$ cat src/rtl/vga_capture.sv
// vga_capture: rebuilds pixel coordinates from a same-clock VGA stream and
// measures the active-area geometry. It declares lock once the geometry is
// stable and produces a 16-bit signature of each frame's active pixels.
// Optional feature macro: VGA_CAPTURE_CHANGE_EN builds a previous-signature
// register and drives sig_changed. Without it, sig_changed is tied to 0.
// sig_valid is a one-cycle strobe with no backpressure. frame_sig,
// h_active, v_active, sig_changed and locked are all new on that cycle and
// hold until the next strobe.
module vga_capture #(
    parameter int SYNC_ACTIVE_HIGH = 1,
    parameter int LOCK_FRAMES      = 2
) (
    input  logic        clk,
    input  logic        rst_n,
    input  logic        hsync,
    input  logic        vsync,
    input  logic        blank,
    input  logic [5:0]  colour,
    output logic [9:0]  x_pos,
    output logic [9:0]  y_pos,
    output logic        pixel_valid,
    output logic [15:0] frame_sig,
    output logic [9:0]  h_active,
    output logic [9:0]  v_active,
    output logic        sig_valid,
    output logic        locked,
    output logic        sig_changed,
    output logic [1:0]  dbg_lock_state
);

    localparam logic [1:0] S_SEARCH = 2'd0;
    localparam logic [1:0] S_CHECK  = 2'd1;
    localparam logic [1:0] S_LOCKED = 2'd2;
    localparam logic [9:0] CNT_MAX  = 10'h3FF;
    localparam logic [7:0] LOCK_LAST = 8'(LOCK_FRAMES - 1);

    function automatic logic [15:0] sig_step(input logic [15:0] s, input logic [5:0] c);
        return ({s[14:0], 1'b0} ^ (s[15] ? 16'h1021 : 16'h0000)) ^ {10'b0, c};
    endfunction

    function automatic logic [9:0] sat_inc(input logic [9:0] v);
        return (v == CNT_MAX) ? CNT_MAX : v + 10'd1;
    endfunction

    // sync levels normalised so that 1 always means "in the pulse"
    logic w_hs_act, w_vs_act, w_hs_edge, w_vs_edge, w_pix;
    logic r_hs_q, r_vs_q;

    logic [9:0]  r_x_cnt, r_y_cnt, r_line_len;
    logic [15:0] r_sig;
    logic        r_started;

    logic        w_line_close, w_close;
    logic [9:0]  w_x_base, w_y_closed, w_y_base, w_len_closed;
    logic [15:0] w_sig_base;

    logic [9:0]  r_x_pos, r_y_pos;
    logic        r_pixel_valid;
    logic [15:0] r_frame_sig;
    logic [9:0]  r_h_active, r_v_active;
    logic        r_sig_valid;

    logic [1:0]  r_state, w_state_next;
    logic [9:0]  r_cand_h, r_cand_v;
    logic [7:0]  r_match_cnt;
    logic        w_geom_nz, w_geom_eq, w_lock_reach;

    assign w_hs_act  = (SYNC_ACTIVE_HIGH != 0) ? hsync : ~hsync;
    assign w_vs_act  = (SYNC_ACTIVE_HIGH != 0) ? vsync : ~vsync;
    assign w_hs_edge = w_hs_act & ~r_hs_q;
    assign w_vs_edge = w_vs_act & ~r_vs_q;
    assign w_pix     = ~blank;

    // Line close happens before frame close, so a coincident vsync edge
    // reports the geometry that includes the line ending on this cycle.
    assign w_line_close = w_hs_edge & (r_x_cnt != 10'd0);
    assign w_y_closed   = w_line_close ? sat_inc(r_y_cnt) : r_y_cnt;
    assign w_len_closed = w_line_close ? r_x_cnt : r_line_len;
    assign w_x_base     = w_hs_edge ? 10'd0 : r_x_cnt;
    assign w_y_base     = w_vs_edge ? 10'd0 : w_y_closed;
    assign w_sig_base   = w_vs_edge ? 16'hFFFF : r_sig;
    assign w_close      = w_vs_edge & r_started;

    assign w_geom_nz    = (w_len_closed != 10'd0) && (w_y_closed != 10'd0);
    assign w_geom_eq    = (w_len_closed == r_cand_h) && (w_y_closed == r_cand_v);
    assign w_lock_reach = ((r_match_cnt + 8'd1) >= LOCK_LAST);

    // one-cycle delay of the sync levels for edge detection
    always_ff @(posedge clk) begin
        if (!rst_n) begin
            r_hs_q <= 1'b0;
            r_vs_q <= 1'b0;
        end else begin
            r_hs_q <= w_hs_act;
            r_vs_q <= w_vs_act;
        end
    end

    // pixel/line counters and running signature
    always_ff @(posedge clk) begin
        if (!rst_n) begin
            r_x_cnt    <= 10'd0;
            r_y_cnt    <= 10'd0;
            r_line_len <= 10'd0;
            r_sig      <= 16'hFFFF;
            r_started  <= 1'b0;
        end else begin
            r_x_cnt    <= w_pix ? sat_inc(w_x_base) : w_x_base;
            r_y_cnt    <= w_y_base;
            r_line_len <= w_vs_edge ? 10'd0 : w_len_closed;
            r_sig      <= w_pix ? sig_step(w_sig_base, colour) : w_sig_base;
            r_started  <= r_started | w_vs_edge;
        end
    end

    // registered pixel coordinates, gated until the first vsync edge
    always_ff @(posedge clk) begin
        if (!rst_n) begin
            r_x_pos       <= 10'd0;
            r_y_pos       <= 10'd0;
            r_pixel_valid <= 1'b0;
        end else begin
            r_pixel_valid <= (r_started | w_vs_edge) & w_pix;
            if (w_pix) begin
                r_x_pos <= w_x_base;
                r_y_pos <= w_y_base;
            end
        end
    end

    // frame close: latch signature and geometry, pulse the strobe
    always_ff @(posedge clk) begin
        if (!rst_n) begin
            r_frame_sig <= 16'h0000;
            r_h_active  <= 10'd0;
            r_v_active  <= 10'd0;
            r_sig_valid <= 1'b0;
        end else begin
            r_sig_valid <= w_close;
            if (w_close) begin
                r_frame_sig <= r_sig;
                r_h_active  <= w_len_closed;
                r_v_active  <= w_y_closed;
            end
        end
    end

    // lock FSM state register
    always_ff @(posedge clk) begin
        if (!rst_n) r_state <= S_SEARCH;
        else        r_state <= w_state_next;
    end

    // lock FSM next state, evaluated only at frame close
    always_comb begin
        w_state_next = r_state;
        if (w_close) begin
            case (r_state)
                S_SEARCH: if (w_geom_nz) w_state_next = S_CHECK;
                S_CHECK:  if (w_geom_nz && w_geom_eq && w_lock_reach) w_state_next = S_LOCKED;
                S_LOCKED: if (!(w_geom_nz && w_geom_eq)) w_state_next = S_SEARCH;
                default:  w_state_next = S_SEARCH;
            endcase
        end
    end

    // lock FSM outputs
    always_comb begin
        locked         = (r_state == S_LOCKED);
        dbg_lock_state = r_state;
    end

    // candidate geometry and match counter for the lock FSM
    always_ff @(posedge clk) begin
        if (!rst_n) begin
            r_cand_h    <= 10'd0;
            r_cand_v    <= 10'd0;
            r_match_cnt <= 8'd0;
        end else if (w_close) begin
            case (r_state)
                S_SEARCH: begin
                    if (w_geom_nz) begin
                        r_cand_h    <= w_len_closed;
                        r_cand_v    <= w_y_closed;
                        r_match_cnt <= 8'd0;
                    end
                end
                S_CHECK: begin
                    if (w_geom_nz && w_geom_eq) begin
                        r_match_cnt <= r_match_cnt + 8'd1;
                    end else begin
                        r_cand_h    <= w_len_closed;
                        r_cand_v    <= w_y_closed;
                        r_match_cnt <= 8'd0;
                    end
                end
                default: r_match_cnt <= 8'd0;
            endcase
        end
    end

`ifdef VGA_CAPTURE_CHANGE_EN
    logic [15:0] r_prev_sig;
    logic        r_have_prev;
    logic        r_sig_changed;

    // compare each new signature with the previous one; the first is always "changed"
    always_ff @(posedge clk) begin
        if (!rst_n) begin
            r_prev_sig    <= 16'h0000;
            r_have_prev   <= 1'b0;
            r_sig_changed <= 1'b0;
        end else begin
            r_sig_changed <= w_close & (~r_have_prev | (r_sig != r_prev_sig));
            if (w_close) begin
                r_prev_sig  <= r_sig;
                r_have_prev <= 1'b1;
            end
        end
    end

    assign sig_changed = r_sig_changed;
`else
    assign sig_changed = 1'b0;
`endif

    assign x_pos       = r_x_pos;
    assign y_pos       = r_y_pos;
    assign pixel_valid = r_pixel_valid;
    assign frame_sig   = r_frame_sig;
    assign h_active    = r_h_active;
    assign v_active    = r_v_active;
    assign sig_valid   = r_sig_valid;

endmodule

$ cat config.mk
export PLATFORM = sky130hd
export DESIGN_NAME = vga_capture
export DESIGN_NICKNAME = d
export VERILOG_FILES = /design/src/rtl/vga_capture.sv
export SDC_FILE = /design/constraint.sdc
export NUM_CORES = 1
export LEC_CHECK = 0
export BUFFER_PORTS_ARGS = -buffer_cell sky130_fd_sc_hd__buf_2
export CORE_MARGIN = 1.5
export CORE_UTILIZATION = 49
export CTS_CLUSTER_DIAMETER = 150
export CTS_CLUSTER_SIZE = 28
export DETAILED_ROUTE_END_ITERATION = 12
export GPL_TIMING_DRIVEN = 0
export PLACE_DENSITY_LB_ADDON = 0.05
export RECOVER_POWER = 50
export SLEW_MARGIN = 30
export SYNTH_ARGS = -nofsm -noshare
export SYNTH_HDL_FRONTEND = slang
export SYNTH_SLANG_ARGS = --single-unit
export TNS_END_PERCENT = 30
$ cat constraint.sdc
create_clock -name clk -period 3.95 [get_ports clk]
set_input_delay 0 -clock clk [delete_from_list [all_inputs] [get_ports clk]]
set_output_delay 0 -clock clk [all_outputs]
set_load 0.02 [all_outputs]
==> impl_metrics.env <==
export IMPL_status="finished clean"
export IMPL_synthFlopType="dfxtp_1"
export IMPL_cts_sinks=137
export IMPL_async_reset_ff_share_pct=0
export IMPL_min_to="r_match_cnt[2]$_SDFFE_PN0P_"
export IMPL_clkSlewWorstSetupHoldPaths_ns=0.06
export IMPL_worstHoldPathCells=3
export IMPL_total_leakage_power_uw=0.003027
export IMPL_area_growth_pct=18.51
export IMPL_cts_root_buf="clkbuf_16"
export IMPL_drt_pre_antenna_iters=5
export IMPL_grt_pass1_vias=5992
export IMPL_synth_edf_count=0
export IMPL_fillers=1300
export IMPL_routed_wirelength_mm=20.81
export IMPL_final_cell_mix="nand2_1 (156), dfxtp_1 (137), clkbuf_1 (109)"
export IMPL_wl_per_cell_um=18.43
export IMPL_cts_made_buffers=17
export IMPL_num_rows=43
export IMPL_start_util_pct=50.10
export IMPL_critPathKind="flip-flop to flip-flop"
export IMPL_reg2regPathDepth=10
export IMPL_grt_start_max_net_pins=17
export IMPL_slew_violations=0
export IMPL_finalCriticalPeriod_ns=3.840
export IMPL_fin_ws_ns=0.1100
export IMPL_ys_warn_count=0
export IMPL_layout_commonest_cell="nand2_1"
export IMPL_num_vias=6584
export IMPL_cts_tree="yes"
export IMPL_fmax_ghz=0.2604
export IMPL_drc=0
export IMPL_ys_seq_elements=137
export IMPL_syn_area_um2=6928
export IMPL_nNetsFinal=952
export IMPL_io_pins=73
export IMPL_setup_viol=0
export IMPL_synthDistinctLibCells=71
export IMPL_fin_crit_sh_pct=97.22
export IMPL_viasPerCell=5.832
export IMPL_port_buffers=70
export IMPL_finalHoldViolCount=0
export IMPL_final_antenna_net_count=0
export IMPL_core_area_um2=13830
export IMPL_gr_total_overflow=0
export IMPL_clock_latency_ns=0.43
export IMPL_clk_path_buf_depth=2
export IMPL_max_cap_viol_count=0
export IMPL_start_kind="flip-flop"
export IMPL_min_from="rst_n"
export IMPL_dp_slack_ns=-0.08004
export IMPL_crit_fanout=5
export IMPL_worstMarginPinSlew_ns=0.8411
export IMPL_dpl_hpwl_mm=15.29
export IMPL_power_per_cell_area_nw_per_um2=408.0
export IMPL_drt_initial_drc_count=604
export IMPL_ir_drop_uv=320.5
export IMPL_syn_inst=830
export IMPL_max_slew_margin_pct=43.33
export IMPL_syn_avg_cell_area_um2=8.347
export IMPL_r2r_slack_ns=0.11
export IMPL_grt_usage_pct=28.57
export IMPL_crit_arrival_ns=4.18
export IMPL_worstReg2RegStart="r_y_cnt[1]$_SDFF_PN0_"
export IMPL_finalSetupTns_ns=0
export IMPL_gp_congestion=0.8824
export IMPL_final_core_util_pct=59.38
export IMPL_hold_path_class="input port to flip-flop"
export IMPL_worstPathRequired_ns=4.29
export IMPL_n_antenna_cell=0
export IMPL_seq_area_frac_synth_pct=39.59
export IMPL_dieArea_um2=14860
export IMPL_die_width_um=121.9
export IMPL_dp_cells=1080
export IMPL_synth_net_count=845
export IMPL_drive_gt1_share_pct=8.325
export IMPL_antenna_found_initial=0
export IMPL_htreeDepth=4
export IMPL_stdcell_count=1129
export IMPL_die_y_um=121.9
export IMPL_rr_endpoint="r_cand_h[2]$_SDFFE_PN0P_"
export IMPL_grt_pass1_wl_mm=32.18
export IMPL_crit_path_end_kind="flip-flop"
export IMPL_worst_clock_skew_ns=0.01744
## synth_stat cells, types with 8 or more instances
master	instances	area share (%)
a21boi_0	24	2.6
a21oi_1	17	1.2
a22oi_1	22	2.4
and2_1	25	2.3
and3_1	8	0.72
buf_1	8	0.43
buf_2	12	0.87
clkbuf_1	38	2.1
dfxtp_1	137	40
inv_1	21	1.1
mux2i_1	36	5.2
nand2_1	156	8.5
nand2b_1	18	1.6
nand3_1	22	1.6
nand4_1	9	0.81
nor2_1	50	2.7
nor2b_1	20	1.8
nor3_1	13	0.94
o2111ai_1	10	1.3
o211a_1	10	1.4
o21a_1	9	0.98
o21ai_0	37	2.7
xnor2_1	18	2.3
## critical path, stage by stage, from the launching register on
cell and delay (ns):
dfxtp_1 0.48, ha_1 0.29, nand3_1 0.18, a311oi_4 0.43, nor3_1 0.14, or4b_1 0.56, or4_1 0.61, nor4_4 0.36
a31o_2 0.22, buf_2 0.23, mux2i_1 0.25
## how the worst max path moves through the flow
stage	startpoint	to	slack, ns	cells after the start
after detailed placement	r_hs_q$_SDFF_PN0_	r_cand_h[9]$_SDFFE_PN0P_	-0.08	11
final	r_y_cnt[1]$_SDFF_PN0_	r_cand_h[2]$_SDFFE_PN0P_	0.11	10
after CTS	r_hs_q$_SDFF_PN0_	r_cand_h[2]$_SDFFE_PN0P_	0.02	11
after global routing	r_y_cnt[1]$_SDFF_PN0_	r_cand_h[2]$_SDFFE_PN0P_	-0.006	10
after global placement	r_hs_q$_SDFF_PN0_	r_cand_h[7]$_SDFFE_PN0P_	-0.05	11
after floorplan	r_x_cnt[0]$_SDFF_PN0_	r_cand_h[1]$_SDFFE_PN0P_	0.78	11
## metal layers
metal  vias to the layer above  track usage [%]  part of all wire [%]
met5                         -                0                     0
met4                         0            11.47                   2.4
met3                        39            5.758                   5.8
met2                       233            43.19                    45
met1                      3167            39.84                    47
li1                       3145                -                     -
## area by class of cell
cell class	count	area, um^2	area share [%]
Multi-Input combinational cell	611	3876	47.21
Clock inverter	10	140.1	1.707
Buffer	61	260.3	3.170
Inverter	21	78.83	0.9601
Sequential cell	137	2743	33.40
Clock buffer	21	460.4	5.608
Tap cell	180	225.2	2.743
Timing Repair Buffer	88	426.7	5.197
## registers in the layout, indices dropped and copies added (netlist names), 8 cells and up
register and cells:
r_y_cnt 10, v_active 10, r_match_cnt 8, frame_sig 16, x_pos 10, r_cand_h 10
y_pos 10, r_cand_v 10, r_x_cnt 10, r_line_len 10, r_sig 16, h_active 10
## cell families (layout without fill, tap and decap cells)
group / count (synthesis) / count (layout) / synth area share (%)
and+or+nand+nor: 358 / 358 / 25.61
AOI/OAI and AO/OA: 183 / 183 / 19.92
DFF: 137 / 137 / 39.59
buffers and inverters: 82 / 201 / 4.931
muxes: 40 / 40 / 6.014
xor gates and xnor gates: 25 / 25 / 3.161
adders and majority gates: 4 / 4 / 0.7224
other: 1 / 1 / 0.05413
## repair_timing
| item | 4_1_cts | 5_1_grt |
|---|---|---|
| pin swaps | 0 | 4 |
| endpoints found under the setup margin | 23 | 23 |
| endpoints found under the hold margin | 8 | 0 |
| buffers inserted | 0 | 10 |
| hold buffers | 8 | 0 |
| gates resized for setup | 2 | 5 |
## power by group
| group | internal [uW] | switching, uW | total [uW] |
|---|---|---|---|
| Sequential | 1410 | 18.0 | 1430 |
| Combinational | 88.7 | 183 | 271 |
| Clock | 1030 | 627 | 1650 |
| Total | 2520 | 827 | 3350 |
## stage by stage
stage	total power (uW)	hold WS [ns]	cell area, um^2
6_report	3350	0.1500	8210
3_5_place_dp	1712	0.2215	7503
2_1_floorplan	1624	0.1217	6928
4_1_cts	3353	0.06094	8192
5_1_grt	3453	0.1507	8210
3_3_place_gp	1709	0.2145	7503
Note: power is estimated with default switching activity, not from simulation.
